**src/rtl/uart_pkg.sv**
```systemverilog
// uart_pkg: state encoding, widths and datapath select constants shared by the UART blocks
package uart_pkg;
    localparam int UART_DATA_WIDTH = 8;
    typedef enum logic [1:0] {IDLE, SEND, WAIT_ACK, WAIT_DONE} state_t;
    typedef enum logic {ZERO, INCREMENT} cnt_sel_t;
    typedef enum logic {HOLD, SHIFT} shift_sel_t;
endpackage

```
**src/rtl/uart_rr_picker.sv**
```systemverilog
// uart_rr_picker: rotate-priority picker, first set request scanning upward from the pointer
module uart_rr_picker #(
    parameter int NUM_REQ = 4,
    parameter int PW = 2
) (
    input  logic [NUM_REQ-1:0] i_req_valid,
    input  logic [PW-1:0]      i_rr_ptr,
    output logic [PW-1:0]      o_winner,
    output logic               o_any
);
    logic [PW-1:0] w_idx;
    // Scan from the farthest offset down so the pointer position has the highest priority
    always_comb begin
        o_winner = '0;
        w_idx = '0;
        o_any = |i_req_valid;
        for (int k = NUM_REQ - 1; k >= 0; k--) begin
            w_idx = PW'((int'(i_rr_ptr) + k) % NUM_REQ);
            if (i_req_valid[w_idx]) o_winner = w_idx;
        end
    end
endmodule

```
**src/rtl/uart_tx_arbiter.sv**
```systemverilog
// uart_tx_arbiter: packet-locked round-robin sharing of one UART transmitter
module uart_tx_arbiter
    import uart_pkg::*;
#(
    parameter int NUM_REQ = 4,
    parameter int DATA_WIDTH = UART_DATA_WIDTH,
    parameter int LOCK_TIMEOUT = 1024
) (
    input  logic                          i_clk,
    input  logic                          i_reset,
    input  logic [NUM_REQ-1:0]            i_req_valid,
    input  logic [NUM_REQ*DATA_WIDTH-1:0] i_req_data,
    input  logic [NUM_REQ-1:0]            i_req_last,
    output logic [NUM_REQ-1:0]            o_req_ready,
    input  logic                          i_tx_busy,
    output logic                          o_tx_start,
    output logic [DATA_WIDTH-1:0]         o_tx_data,
    output logic                          o_grant_valid,
    output logic [$clog2(NUM_REQ)-1:0]    o_grant_id,
    output logic                          o_lock_abort
);
    localparam int GW = $clog2(NUM_REQ);
    localparam int CW = (LOCK_TIMEOUT > 0) ? $clog2(LOCK_TIMEOUT + 1) : 1;

    state_t r_state, w_next;
    logic [GW-1:0] r_rr_ptr, r_grant_id, w_winner, w_ptr_next;
    logic r_grant_valid, r_last;
    logic [CW-1:0] r_cnt;
    logic w_any, w_grab, w_xfer, w_expire, w_release;
    cnt_sel_t w_cnt_sel;
    logic [DATA_WIDTH-1:0] w_bytes [NUM_REQ];

    for (genvar g = 0; g < NUM_REQ; g++) begin : g_byte
        assign w_bytes[g] = i_req_data[g*DATA_WIDTH +: DATA_WIDTH];
    end

    uart_rr_picker #(.NUM_REQ(NUM_REQ), .PW(GW)) u_picker (
        .i_req_valid (i_req_valid),
        .i_rr_ptr    (r_rr_ptr),
        .o_winner    (w_winner),
        .o_any       (w_any)
    );

    assign w_grab = (r_state == IDLE) && w_any && !i_tx_busy;
    assign w_xfer = (r_state == SEND) && i_req_valid[r_grant_id] && !i_tx_busy;
    assign w_expire = (LOCK_TIMEOUT != 0) && (r_state == SEND) && !w_xfer && (r_cnt == CW'(LOCK_TIMEOUT));
    assign w_release = w_expire || ((r_state == WAIT_DONE) && !i_tx_busy && r_last);
    assign w_ptr_next = (r_grant_id == GW'(NUM_REQ - 1)) ? '0 : r_grant_id + 1'b1;
    assign o_grant_valid = r_grant_valid;
    assign o_grant_id = r_grant_id;

    // State register
    always_ff @(posedge i_clk) begin
        if (i_reset) r_state <= IDLE;
        else r_state <= w_next;
    end

    // Next state: a lock is held from grant through the last byte or a timeout
    always_comb begin
        w_next = r_state;
        case (r_state)
            IDLE:      w_next = w_grab ? SEND : IDLE;
            SEND:      w_next = w_xfer ? WAIT_ACK : (w_expire ? IDLE : SEND);
            WAIT_ACK:  w_next = i_tx_busy ? WAIT_DONE : WAIT_ACK;
            WAIT_DONE: w_next = i_tx_busy ? WAIT_DONE : (r_last ? IDLE : SEND);
            default:   w_next = IDLE;
        endcase
    end

    // Outputs: launch, handshake and data move together; counter only runs while stalled in SEND
    always_comb begin
        w_cnt_sel = ((r_state == SEND) && !w_xfer && !w_expire) ? INCREMENT : ZERO;
        o_tx_start = w_xfer;
        o_tx_data = w_xfer ? w_bytes[r_grant_id] : '0;
        o_req_ready = w_xfer ? (NUM_REQ'(1) << r_grant_id) : '0;
        o_lock_abort = w_expire;
    end

    // Grant, pointer, last-byte flag and timeout counter
    always_ff @(posedge i_clk) begin
        if (i_reset) begin
            r_rr_ptr <= '0;
            r_grant_id <= '0;
            r_grant_valid <= 1'b0;
            r_last <= 1'b0;
            r_cnt <= '0;
        end else begin
            r_cnt <= (w_cnt_sel == INCREMENT) ? r_cnt + 1'b1 : '0;
            if (w_grab) begin
                r_grant_id <= w_winner;
                r_grant_valid <= 1'b1;
            end
            if (w_xfer) r_last <= i_req_last[r_grant_id];
            if (w_release) begin
                r_grant_valid <= 1'b0;
                r_rr_ptr <= w_ptr_next;
            end
        end
    end
endmodule

```
**config.mk**
```make
export PLATFORM = sky130hd
export DESIGN_NAME = uart_tx_arbiter
export DESIGN_NICKNAME = d
export VERILOG_FILES = /design/src/rtl/uart_pkg.sv /design/src/rtl/uart_rr_picker.sv /design/src/rtl/uart_tx_arbiter.sv
export SDC_FILE = /design/constraint.sdc
export NUM_CORES = 1
export LEC_CHECK = 0
export ABC_AREA = 1
export BUFFER_PORTS_ARGS = -buffer_cell sky130_fd_sc_hd__buf_2
export CAP_MARGIN = 30
export CORE_ASPECT_RATIO = 0.9
export CORE_MARGIN = 3
export CORE_UTILIZATION = 40
export DETAILED_ROUTE_END_ITERATION = 10
export GPL_ROUTABILITY_DRIVEN = 0
export PLACE_DENSITY_LB_ADDON = 0.2
export SYNTH_ARGS = -nofsm -noshare
export SYNTH_HDL_FRONTEND = slang
export SYNTH_HIERARCHICAL = 1
export SYNTH_SLANG_ARGS = --single-unit
```
**constraint.sdc**
```tcl
create_clock -name i_clk -period 2.8 [get_ports i_clk]
set_input_delay 0.28 -clock i_clk [delete_from_list [all_inputs] [get_ports i_clk]]
set_output_delay 0.28 -clock i_clk [all_outputs]
set_load 0.01 [all_outputs]
```
==> results of run 1 <==
flip-flops by register name, indices dropped and copies added (netlist names):
register       cells
r_cnt             11
o_grant_id         2
r_rr_ptr           2
r_state            2
o_grant_valid      1
r_last             1
cell families (layout without fill, tap and decap cells):
| logic type | Yosys count | in the layout | share of synthesized area, % |
|---|---|---|---|
| DFF | 19 | 19 | 24.6 |
| AOI/OAI and AO/OA | 43 | 43 | 14.9 |
| adders and majority gates | 6 | 6 | 4.86 |
| xor gates and xnor gates | 4 | 4 | 2.27 |
| and+or+nand+nor | 139 | 139 | 41.7 |
| buffers and inverters | 43 | 100 | 11.7 |
through the flow:
step | cell area [um^2] | total power, mW
final | 1910 | 0.677
after detailed placement | 1860 | 0.493
after CTS | 1910 | 0.684
after floorplan | 1550 | 0.432
after global routing | 1910 | 0.728
after global placement | 1860 | 0.491
cell usage after synthesis:
cell type / count
buf_6: 2
buf_2: 3
nand3_1: 14
nand3_2: 4
o21ai_1: 1
clkbuf_1: 3
nor3_2: 1
nor3_4: 1
nor2_2: 6
inv_2: 5
a21oi_1: 14
or2_0: 1
xor2_1: 4
nand2_1: 43
nor2_1: 55
nand3_4: 1
o21ai_0: 24
nand4_1: 4
nor3_1: 2
dfxtp_1: 19
nand2_2: 7
ha_1: 6
inv_1: 30
a21oi_2: 4
placed cells by master, fill, tap and decap left out:
| cell | n |
|---|---|
| a21oi_1 | 14 |
| a21oi_2 | 4 |
| buf_2 | 59 |
| buf_4 | 2 |
| clkbuf_8 | 3 |
| clkinv_2 | 1 |
| dfxtp_1 | 19 |
| ha_1 | 6 |
| inv_1 | 30 |
| inv_2 | 5 |
| nand2_1 | 43 |
| nand2_2 | 7 |
| nand3_1 | 14 |
| nand3_2 | 4 |
| nand3_4 | 1 |
| nand4_1 | 4 |
| nor2_1 | 55 |
| nor2_2 | 6 |
| nor3_1 | 2 |
| nor3_2 | 1 |
| nor3_4 | 1 |
| o21ai_0 | 24 |
| o21ai_1 | 1 |
| or2_0 | 1 |
| xor2_1 | 4 |
cell type report:
cell class / count / area (um^2)
Fill cell: 375 / 1620
Multi-Input combinational cell: 192 / 985
Sequential cell: 19 / 380
Timing Repair Buffer: 61 / 310
Inverter: 35 / 131
Tap cell: 44 / 55.1
Clock buffer: 3 / 41.3
Clock inverter: 1 / 5.00
power breakdown:
part           leakage, nW  switching, mW  internal, mW  total, mW
clock               0.0255         0.0927        0.0990      0.192
sequential           0.154         0.0115         0.280      0.292
combinational        0.785          0.117        0.0765      0.194
per-layer routing:
metal	up-vias	track usage, %	routed length [um]
li1	913	-	-
met1	708	21.1	1750
met2	30	27.2	1780
met3	2	3.72	181
met4	0	2.82	14
met5	-	0	0
final timing paths:
path / startpoint / end / slack, ns
setup / recovery: o_grant_id[0] / o_lock_abort / 0.70
hold / removal: i_reset / r_state[1] / 0.22
setup reg to reg: o_grant_id[0] / r_cnt[2] / 0.84
hold reg to reg: r_last / r_last / 0.48
worst max-delay path: stages, from the launching register on:
cell,delay (ns)
dfxtp_1,0.57
inv_2,0.25
nand2_1,0.13
nand3_2,0.08
nand3_4,0.23
nand3_2,0.13
inv_1,0.06
buf_2,0.12
==> impl_metrics.csv, run 1 <==
group,metric,value,unit
pwr,peakVddDrop,0.260,mV
floorplanning,die_y,65.0,um
floorplanning,dieArea,4650,um^2
pwr,power_density,355,nW/um^2
finish,diodes,0,
yosys,synth_seq_area_share,24.6,%
sta,slew_headroom,73.3,%
cts,cts_tree,"yes",
finish,fin_util,54.1,%
yosys,yosys.area.top_type_share,24.6,%
cts,cts_root_buffer,"clkbuf_8",
global_route,antenna_found_initial,0,
yosys,syn_area,1550,um^2
sta,hold_viol,0,
floorplanning,pin_count,60,
yosys,syn_avg_cell_area,6.08,um^2
drt,drc_errors,0,
setup_path,crit_type,"reg -> out",
worst_hold_path,min_path_type,"in -> reg",
setup_path,crit_required,2.52,ns
worst_hold_path,hold_depth,2,
cts,h-tree-depth,1,
sta,fin_worst_hold_slack,0.218,ns
sta,period_share,75.1,%
cts,hold_buffers,0,
pwr,p_leak,0.965,nW
placement,hpwl,2890,um
placement,post-place-ws,0.823,ns
cts,clock_latency,0.26,ns
drt,via_per_inst,4.66,
setup_path,cp.arrival,1.82,ns
cts,cts_buffers,3,
floorplanning,rows,20,
setup_path,critPathMaxFanout,24,
cts,cts_sinks,19,
sta,worst_slack,0.698,ns
job,max_cap_viol_count,0,
yosys,synth.net_count,303,
floorplanning,start_util,43.8,%
global_route,grt_max_degree,25,
sta,fin_setup_tns,0,ns
global_route,grt_usage,16.1,%
floorplanning,core_area,3530,um^2
setup_path,end_kind,"output pin",
setup_path,r2r_cells,8,
drt,drt-initial-drc-count,56,
yosys,synth.top_cells.by_area,"dfxtp_1 25%, nor2_1 13%, nand2_1 10%",
cts,post_cts_buffers,0,
drt,wl_per_cell,10.5,um
sta,setup_viol,0,
finish,fin_nets,361,
yosys,syn_inst,254,
yosys,synth_warnings,6,
floorplanning,dieWidth,71.5,um
sta,period_minus_slack,2.10,ns
finish,finalNonFillerCells,355,
cts,clockBufferDepth,2,
placement,port_buffers,59,
drt,routed_wirelength,3720,um
global_route,first_global_vias,1472,
placement,dp_cells,351,
drt,dr.pass1.iters,4,
drt,ant_nets,0,
yosys,ys_ff_latch,19,
sta,tightest_slew,0.400,ns
outcome,run_status,"finished, final reports clean",
global_route,overflow,0,
sta,finalClockSkew,0.00668,ns
drt,route.vias.total,1653,
setup_path,start_kind,"flip-flop",
cts,cts_resized,0,
finish,area_growth,23.5,%
yosys,yosysTopAreaCell,"dfxtp_1",
sta,timing.final.max_slew_violations,0,
finish,layout-drive-gt1-share,30.2,%
cts,path_clk_slew,0.07,ns
global_route,grt_first_pass_wirelength,6230,um
sta,rsz0062_at_grt,"false",
sta,max_freq,0.476,GHz
yosys,synth.distinct_cells,24,
Power figures use the tool's default switching activity.
==> run 2, diff against run 1 <==
- ABC_AREA: 1 -> 0
- clock period: 2.8 -> 2.2 ns (I/O delays scaled with it)
==> run 2 against run 1 <==
- final area fell by 6.0%
- synthesized area is 8.4% lower
- hold slack better by 0.063 ns
- cell count down 29%
- wire length down 12%
- clock power is 24% higher
- sequential power grew 24%
- first-iteration DRC count shrank 21%
- clock-buffer cell count stayed put
- worst setup slack lost 0.57 ns
- global-route usage fell by 0.19 points
- highest routed layer unchanged
==> impl_metrics.csv, run 2 <==
group,metric,value,unit
yosys,syn_area,1420,um^2
finish,diodes,0,
sta,period_minus_slack,2.08,ns
drt,wl_per_cell,13.0,um
yosys,synth_compound_area_share,6.98,%
finish,area.sequential,380,um^2
global_route,antenna_found_initial,0,
drt,drt-initial-drc-count,44,
setup_path,end_kind,"output pin",
yosys,synth.most_common_cell,"nor2_1",
cts,post_cts_buffers,0,
drt,routed_wirelength,3270,um
sta,hold_viol,0,
yosys,ys_async_sr_fraction,0,%
floorplanning,rows,19,
worst_hold_path,min_path_type,"in -> reg",
placement,hpwl,2660,um
sta,tightest_slew,0.318,ns
floorplanning,core_area,3210,um^2
drt,route.vias.total,1320,
yosys,synth_warnings,6,
yosys,muxShareOfSynthArea,20.5,%
cts,path_clk_slew,0.07,ns
cts,cts_buffers,3,
global_route,grt_max_degree,15,
yosys,yosysTopAreaCell,"dfxtp_1",
drt,via_per_inst,5.26,
pwr,power_density,433,nW/um^2
pwr,peakVddDrop,0.372,mV
outcome,run_status,"finished, final reports clean",
drt,dr.pass1.iters,4,
yosys,synthFlopType,"dfxtp_1",
floorplanning,dieWidth,68.7,um
finish,fin_nets,259,
finish,area_growth,26.7,%
finish,multiInputGateArea,962,um^2
yosys,synth_seq_area_share,26.9,%
sta,period_share,94.3,%
finish,largest_register,"r_cnt",
yosys,ys_ff_latch,19,
cts,clock_latency,0.25,ns
pwr,p_leak,0.771,nW
sta,fin_setup_tns,0,ns
setup_path,cp.arrival,1.86,ns
floorplanning,dieArea,4290,um^2
finish,layout-drive-gt1-share,43.1,%
placement,port_buffers,59,
cts,cts_root_buffer,"clkbuf_8",
sta,rsz0062_at_grt,"false",
cts,clockBufferDepth,2,
pwr,power,777,uW
floorplanning,die_y,62.4,um
floorplanning,pin_count,60,
yosys,synth-xor-area-share,5.57,%
global_route,grt_usage,15.9,%
yosys,syn_inst,148,
floorplanning,start_util,44.1,%
sta,setup_viol,0,
global_route,grt_first_pass_wirelength,5240,um
job,max_cap_viol_count,0,
yosys,yosys.area.top_type_share,26.9,%
yosys,synth_adder_area_share,5.31,%
finish,largest_reg_flops,11,
yosys,synth_top_family_by_area,"simple AND/OR/NAND/NOR gates",
yosys,synth.top_cells.by_area,"dfxtp_1 27%, mux4_2 16%, nor2_1 6.1%",
cts,hold_buffers,0,
drt,drc_errors,0,
global_route,overflow,0,
setup_path,critPathMaxFanout,3,
cts,cts_sinks,19,
cts,h-tree-depth,1,
yosys,synthSimpleGateAreaFrac,29.2,%
yosys,syn_avg_cell_area,9.56,um^2
sta,slew_headroom,78.6,%
placement,post-place-ws,0.224,ns
yosys,synthTopCellsByCount,"23 x nor2_1, 19 x dfxtp_1, 10 x mux4_2, 8 x nand2_1, 8 x nor2b_1",
cts,cts_tree,"yes",
finish,final_cell_mix,"59 x buf_2, 23 x nor2_1, 19 x dfxtp_1, 10 x mux4_2",
drt,ant_nets,0,
sta,worst_slack,0.125,ns
sta,timing.final.max_slew_violations,0,
finish,num-fill-cells,292,
global_route,first_global_vias,1195,
finish,layout_commonest_cell,"buf_2",
setup_path,start_kind,"flip-flop",
yosys,synth-edff-count,0,
setup_path,crit_type,"reg -> out",
yosys,synth.distinct_cells,39,
yosys,synth.net_count,197,
sta,max_freq,0.482,GHz
sta,finalClockSkew,0.00236,ns
setup_path,r2r_setup_slack,0.37,ns
setup_path,crit_required,1.98,ns
run 2: timing repair:
item | in CTS | in global routing
endpoints found under the setup margin | 1 | 0
gates resized for setup | 1 | 0
endpoints found under the hold margin | 0 | 0
run 2: worst paths after layout:
| kind | cells past startpoint | start | endpoint |
|---|---|---|---|
| min reg2reg | 1 | r_cnt[0] | r_cnt[0] |
| min | 2 | i_reset | r_last |
| max | 4 | r_cnt[9] | o_lock_abort |
| max reg2reg | 6 | r_cnt[0] | r_rr_ptr[0] |
run 2: cell type report:
cell class | instances | share of cell area [%]
Multi-Input combinational cell | 116 | 53.7
Sequential cell | 19 | 21.2
Timing Repair Buffer | 63 | 18.1
Tap cell | 42 | 2.93
Clock buffer | 3 | 2.30
Inverter | 7 | 1.47
Clock inverter | 1 | 0.279
run 2: through the flow:
step / std cells / cell area [um^2] / util (%) / hold WS (ns)
after floorplan: 148 / 1420 / - / 0.410
after global placement: 247 / 1740 / 54.2 / 0.455
after detailed placement: 247 / 1740 / 54.2 / 0.478
after CTS: 251 / 1790 / 55.9 / 0.272
after global routing: 251 / 1790 / 55.9 / 0.285
final: 251 / 1790 / 55.9 / 0.281
run 2: critical path, cell delays in order, from the launching register on:
cell and delay [ns]:
dfxtp_1 0.33, or4b_4 0.57, or3_1 0.36, nor4_2 0.16, buf_2 0.18
run 2: layer usage:
layer  global-route usage, %  routed length [um]  share of wire [%]  up-vias
li1                        -                   -                  -      640
met1                    20.7                1440                 44      630
met2                    25.5                1560                 48       46
met3                    4.50                 239                7.3        4
met4                    4.14                  32               0.98        0
met5                       0                   0                  0        -
run 2: kinds of logic (layout without fill, tap and decap cells):
family	count (synthesis)	after routing
mux	16	16
simple gates	72	72
compound gates	13	13
flops	19	19
buf+inv	13	74
xor+xnor	9	9
fa+ha+maj	6	6
run 2: power by group:
group | leakage [nW] | total (mW) | switching, mW | internal (mW)
registers | 0.154 | 0.363 | 0.0101 | 0.353
clock network | 0.0255 | 0.238 | 0.112 | 0.126
logic | 0.591 | 0.176 | 0.0776 | 0.0983
